[src/rtl/network_interface.sv]
// Tile network interface: packs core TX into NoC packets, unpacks router ejections to the core.
// Latency 1 cycle each way; TX register holds until i_routerReady, RX register holds until i_rxReady.
package pa_noc;
  localparam int PACKET_WIDTH = 16;
endpackage

module network_interface #(
  parameter  int GRID_WIDTH    = 4,
  parameter  int NI_ROW        = 0,
  parameter  int NI_COL        = 0,
  parameter  int CNT_WIDTH     = 16,
  localparam int COORD_WIDTH   = $clog2(GRID_WIDTH),
  localparam int PACKET_WIDTH  = pa_noc::PACKET_WIDTH,
  localparam int PAYLOAD_WIDTH = PACKET_WIDTH - 4*COORD_WIDTH
) (
  input  logic                     i_clk,
  input  logic                     i_arst_n,
  input  logic [PAYLOAD_WIDTH-1:0] i_txPayload,
  input  logic [COORD_WIDTH-1:0]   i_txDstRow,
  input  logic [COORD_WIDTH-1:0]   i_txDstCol,
  input  logic                     i_txValid,
  output logic                     o_txReady,
  output logic [PACKET_WIDTH-1:0]  o_router,
  output logic                     o_routerValid,
  input  logic                     i_routerReady,
  input  logic [PACKET_WIDTH-1:0]  i_router,
  input  logic                     i_routerValid,
  output logic                     o_routerReady,
  output logic [PAYLOAD_WIDTH-1:0] o_rxPayload,
  output logic [COORD_WIDTH-1:0]   o_rxSrcRow,
  output logic [COORD_WIDTH-1:0]   o_rxSrcCol,
  output logic                     o_rxValid,
  input  logic                     i_rxReady,
  output logic [CNT_WIDTH-1:0]     o_txCount,
  output logic [CNT_WIDTH-1:0]     o_rxCount,
  output logic                     o_misroute
);

  localparam logic [0:0] ST_EMPTY = 1'b0;
  localparam logic [0:0] ST_FULL  = 1'b1;

  localparam logic [COORD_WIDTH-1:0] MY_ROW = COORD_WIDTH'(NI_ROW);
  localparam logic [COORD_WIDTH-1:0] MY_COL = COORD_WIDTH'(NI_COL);
  localparam logic [CNT_WIDTH-1:0]   CNT_MAX = {CNT_WIDTH{1'b1}};

  logic [0:0]               state_q, state_d;
  logic [PACKET_WIDTH-1:0]  router_q, router_d;
  logic [PAYLOAD_WIDTH-1:0] rx_payload_q, rx_payload_d;
  logic [COORD_WIDTH-1:0]   rx_src_row_q, rx_src_row_d;
  logic [COORD_WIDTH-1:0]   rx_src_col_q, rx_src_col_d;
  logic                     rx_vld_q, rx_vld_d;
  logic [CNT_WIDTH-1:0]     tx_cnt_q, tx_cnt_d;
  logic [CNT_WIDTH-1:0]     rx_cnt_q, rx_cnt_d;
  logic                     misroute_q, misroute_d;

  logic [PACKET_WIDTH-1:0]  tx_pkt;
  logic                     tx_xfer;
  logic                     rx_accept;
  logic                     rx_match;
  logic                     rx_consume;

  assign tx_pkt  = {i_txPayload, MY_ROW, MY_COL, i_txDstRow, i_txDstCol};
  assign tx_xfer = (state_q == ST_FULL) && i_routerReady;

  assign o_txReady     = (state_q == ST_EMPTY) || i_routerReady;
  assign o_routerValid = (state_q == ST_FULL);
  assign o_router      = router_q;

  // Single-entry output register; a transfer and a new load may share a cycle.
  always_comb begin
    state_d  = state_q;
    router_d = router_q;
    case (state_q)
      ST_EMPTY: begin
        if (i_txValid) begin
          router_d = tx_pkt;
          state_d  = ST_FULL;
        end
      end
      default: begin
        if (tx_xfer) begin
          if (i_txValid) begin
            router_d = tx_pkt;
          end else begin
            state_d = ST_EMPTY;
          end
        end
      end
    endcase
  end

  assign o_routerReady = !rx_vld_q || i_rxReady;
  assign rx_accept     = i_routerValid && o_routerReady;
  assign rx_match      = (i_router[2*COORD_WIDTH-1:COORD_WIDTH] == MY_ROW) &&
                         (i_router[COORD_WIDTH-1:0] == MY_COL);
  assign rx_consume    = rx_vld_q && i_rxReady;

  always_comb begin
    rx_payload_d = rx_payload_q;
    rx_src_row_d = rx_src_row_q;
    rx_src_col_d = rx_src_col_q;
    rx_vld_d     = rx_vld_q;
    misroute_d   = misroute_q;
    if (rx_accept && rx_match) begin
      rx_payload_d = i_router[PACKET_WIDTH-1:4*COORD_WIDTH];
      rx_src_row_d = i_router[4*COORD_WIDTH-1:3*COORD_WIDTH];
      rx_src_col_d = i_router[3*COORD_WIDTH-1:2*COORD_WIDTH];
      rx_vld_d     = 1'b1;
    end else if (rx_consume) begin
      rx_vld_d = 1'b0;
    end
    // Misaddressed packets are still popped from the router so they cannot block it.
    if (rx_accept && !rx_match) begin
      misroute_d = 1'b1;
    end
  end

  always_comb begin
    tx_cnt_d = tx_cnt_q;
    rx_cnt_d = rx_cnt_q;
    if (tx_xfer && (tx_cnt_q != CNT_MAX)) begin
      tx_cnt_d = tx_cnt_q + 1'b1;
    end
    if (rx_consume && (rx_cnt_q != CNT_MAX)) begin
      rx_cnt_d = rx_cnt_q + 1'b1;
    end
  end

  always_ff @(posedge i_clk or negedge i_arst_n) begin
    if (!i_arst_n) begin
      state_q      <= ST_EMPTY;
      router_q     <= '0;
      rx_payload_q <= '0;
      rx_src_row_q <= '0;
      rx_src_col_q <= '0;
      rx_vld_q     <= 1'b0;
      tx_cnt_q     <= '0;
      rx_cnt_q     <= '0;
      misroute_q   <= 1'b0;
    end else begin
      state_q      <= state_d;
      router_q     <= router_d;
      rx_payload_q <= rx_payload_d;
      rx_src_row_q <= rx_src_row_d;
      rx_src_col_q <= rx_src_col_d;
      rx_vld_q     <= rx_vld_d;
      tx_cnt_q     <= tx_cnt_d;
      rx_cnt_q     <= rx_cnt_d;
      misroute_q   <= misroute_d;
    end
  end

  assign o_rxPayload = rx_payload_q;
  assign o_rxSrcRow  = rx_src_row_q;
  assign o_rxSrcCol  = rx_src_col_q;
  assign o_rxValid   = rx_vld_q;
  assign o_txCount   = tx_cnt_q;
  assign o_rxCount   = rx_cnt_q;
  assign o_misroute  = misroute_q;

endmodule

[config.mk]
export PLATFORM = sky130hd
export DESIGN_NAME = network_interface
export DESIGN_NICKNAME = d
export VERILOG_FILES = /design/src/rtl/network_interface.sv
export SDC_FILE = /design/constraint.sdc
export NUM_CORES = 1
export LEC_CHECK = 0
export CORE_ASPECT_RATIO = 0.6
export CORE_UTILIZATION = 40
export DETAILED_ROUTE_END_ITERATION = 8
export PLACE_DENSITY_LB_ADDON = 0.15
export REMOVE_ABC_BUFFERS = 1
export SLEW_MARGIN = 20
export SYNTH_ARGS = -nofsm -noshare
export SYNTH_HDL_FRONTEND = slang
export SYNTH_SLANG_ARGS = --single-unit
export TNS_END_PERCENT = 100
[constraint.sdc]
create_clock -name i_clk -period 1.7 [get_ports i_clk]
set_input_delay 0.255 -clock i_clk [delete_from_list [all_inputs] [get_ports i_clk]]
set_output_delay 0.255 -clock i_clk [all_outputs]
set_load 0.01 [all_outputs]
==> impl_metrics.tcl <==
set metrics [dict create \
    status "completed" \
    rows 22 \
    period_needed_ps 1630 \
    clkSlewWorstSetupHoldPaths_ps 60 \
    grt_max_degree 60 \
    synth_cells 206 \
    remaining_drc_errors 0 \
    initial_core_util_pct 42.0 \
    synth_largest_type_area_fraction_pct 56.5 \
    synthesis.area_sq_mm 0.00262 \
    antenna_found_initial 0 \
    portBuffers 94 \
    crit_type "flip-flop to output port" \
    ys.flop_type "dfrtp_1" \
    synth.yosys.seq_area_share_pct 56.5 \
    place.gp.congestion 0.848 \
    clock_tree.root_cell "clkbuf_8" \
    hpwl_um 4290 \
    synthTopCellsByArea "dfrtp_1 56%, mux2_2 10%, xnor2_1 6.4%, nand4_1 3.3%, xor2_1 2.7%" \
    max-vdd-ir-drop_mv 0.600 \
    seqPwrFrac_pct 41.9 \
    area_delta_synth_final_pct 58.3 \
    crit_family "buffers and inverters" \
    wl_per_cell_um 13.8 \
    most-common-layout-cells "89 x clkdlybuf4s50_1, 57 x dfrtp_1, 33 x buf_4, 24 x mux2_2, 19 x xnor2_1" \
    drv_cap 0 \
    hold_class "input port to asynchronous set/reset pin" \
    grtUsageTotal_pct 19.2 \
    synth-edff-count 0 \
    grt_pass1_vias 2049 \
    skew_ps 9.08 \
    final_util_pct 66.6 \
    finalNetCount 380 \
    fp.dieH_um 64.6 \
    worst_setup_path_end_kind "output port" \
    power_density_mw_per_mm2 1020 \
    critPathSlowestCell "clkdlybuf4s50_1" \
    firstDrtPassIters 4 \
    cp_cell_sequence "buf_4 -> clkdlybuf4s50_1" \
    io_pins 99 \
    p_sw_mw 1.16 \
    hold_viol 0 \
    cts.sinks 59 \
    viasPerCell 4.86 \
    coreArea_sq_mm 0.00622 \
    dieArea_sq_mm 0.00688 \
    hold_ws_ps 457 \
    die_w_um 106 \
    p_int_mw 3.09 \
    yosys_register_bits 59 \
    cts_made_buffers 9 \
    yosys_warnings 0 \
    antenna_cells 0 \
    fmax_mhz 615 \
    comb_power_share_pct 29.0 \
    max_stage_delay_ps 530 \
    clk_path_buf_depth 2 \
    slew_viol_final 0 \
    crit_arrival_ps 1370 \
    cts_tree "yes" \
    drive_gt1_share_pct 24.7 \
    grt_pass1_wl_um 10000 \
    initialDrtViolationCount 76 \
    wl_um 5940 \
    synth.avg_cell_area_sq_um 12.7 \
    fin_crit_sh_pct 95.7 \
    final_common_cell "clkdlybuf4s50_1" \
    clk-insertion-delay-late_ps 340 \
    yosysTopAreaCell "dfrtp_1" \
    worstSetupStartpointType "flip-flop" \
    num_vias 2100 \
    critical_path_buf_inv_count 2 \
    clockPowerShare_pct 29.2 \
    leakagePower_nw 1.80 \
    ys_types 35 \
    grt_overflow 0 \
    cts-htree-levels 3 \
    swShare_pct 27.3 \
    async_flop_share_pct 100 \
    critPathRequiredTime_ps 1440 \
    setup_viol 0 \
    ant_nets 0 \
    cp_max_fo 5 \
]
## worst min-delay path: cells and delay by family
kind                   cells  cell delay [ps]
buffers and inverters      3              930
## synth_stat cells, types with 2 or more instances
library cell,n
buf_4,4
xnor2_1,19
and4_1,6
nor4_1,3
ha_1,2
xor2_1,8
nor3_1,5
nand3_1,11
nand2b_1,3
mux2_2,24
nor2_1,6
mux2_1,2
and3_1,4
dfrtp_1,59
nand4_1,14
a31oi_1,2
nand2_1,15
buf_2,2
## sequential cells by signal (all words and copies together) (netlist names)
signal	flops
o_txCount	16
o_router	12
o_rxValid	1
o_misroute	1
o_routerValid	1
o_rxSrcCol	2
o_rxPayload	8
o_rxCount	16
o_rxSrcRow	2
## logic make-up (layout without fill, tap and decap cells)
group                    count (synthesis)  count (layout)  share of synthesized area, %
AND/OR/NAND/NOR                         75              75                          17.4
multiplexers                            27              27                          11.8
flip-flops                              59              59                          56.5
other                                    1               4                         0.143
XOR/XNOR                                27              27                          9.04
buffers and inverters                    7             146                          1.67
adder cells (fa/ha/maj)                  2               2                         0.957
AO/OA/AOI/OAI                            8               8                          2.58
## final cells by class
| cell class | count | area, sq um |
|---|---|---|
| clock buffer | 14 | 193 |
| sequential | 59 | 1480 |
| inverter | 1 | 3.75 |
| multi-input combinational | 143 | 1120 |
| tap | 84 | 105 |
| timing repair buffer | 130 | 1240 |
| clock inverter | 1 | 5.00 |
| fill | 506 | 2080 |
## per-layer routing
layer  GRT usage, %  up-vias  routed length [um]
li1               -     1020                   -
met5              0        -                   0
met3           9.76        6                 436
met2           25.6       71                2390
met1           27.3     1003                3070
met4           4.69        0                  45
## worst paths after layout
path / cells past startpoint / endpoint / from / slack (ps)
min in group i_clk: 1 / o_misroute / o_misroute / 470
setup reg to reg: 5 / o_rxCount[1] / o_rxCount[0] / 70
hold reg to reg: 1 / o_misroute / o_misroute / 470
hold / removal: 3 / o_txCount[7] / i_arst_n / 460
setup / recovery: 2 / o_txCount[2] / o_txCount[2] / 70
max in group asynchronous: 3 / o_rxCount[8] / i_arst_n / 940
## what timing repair did
item                                    CTS  global route
pin swaps                                 0             1
hold buffers                              1             0
hold endpoints to repair                 59             0
resized for setup                         2             7
endpoints found under the setup margin    2            14
buffers inserted                          0             2
## power by group through the flow
| stage | sequential (mW) | combinational [mW] | clock, mW |
|---|---|---|---|
| floorplan | 1.94 | 0.295 | 0 |
| global placement | 1.78 | 1.22 | 0 |
| detailed placement | 1.79 | 1.24 | 0 |
| CTS | 1.77 | 1.24 | 1.28 |
| global route | 1.81 | 1.33 | 1.36 |
| finish | 1.78 | 1.23 | 1.24 |
## per-stage QoR
step	instance area, sq um	power [mW]	setup slack [ps]	std cells	setup TNS [ps]
2_1_floorplan	2590	2.23	-42.2	203	-42.2
6_report	4140	4.24	72.8	432	0
4_1_cts	4110	4.29	3.80	430	0
3_3_place_gp	3900	3.01	-121	414	-1120
5_1_grt	4140	4.50	-9.17	432	-9.17
3_5_place_dp	3900	3.03	-228	414	-2470
(Power assumes the default switching activity.)
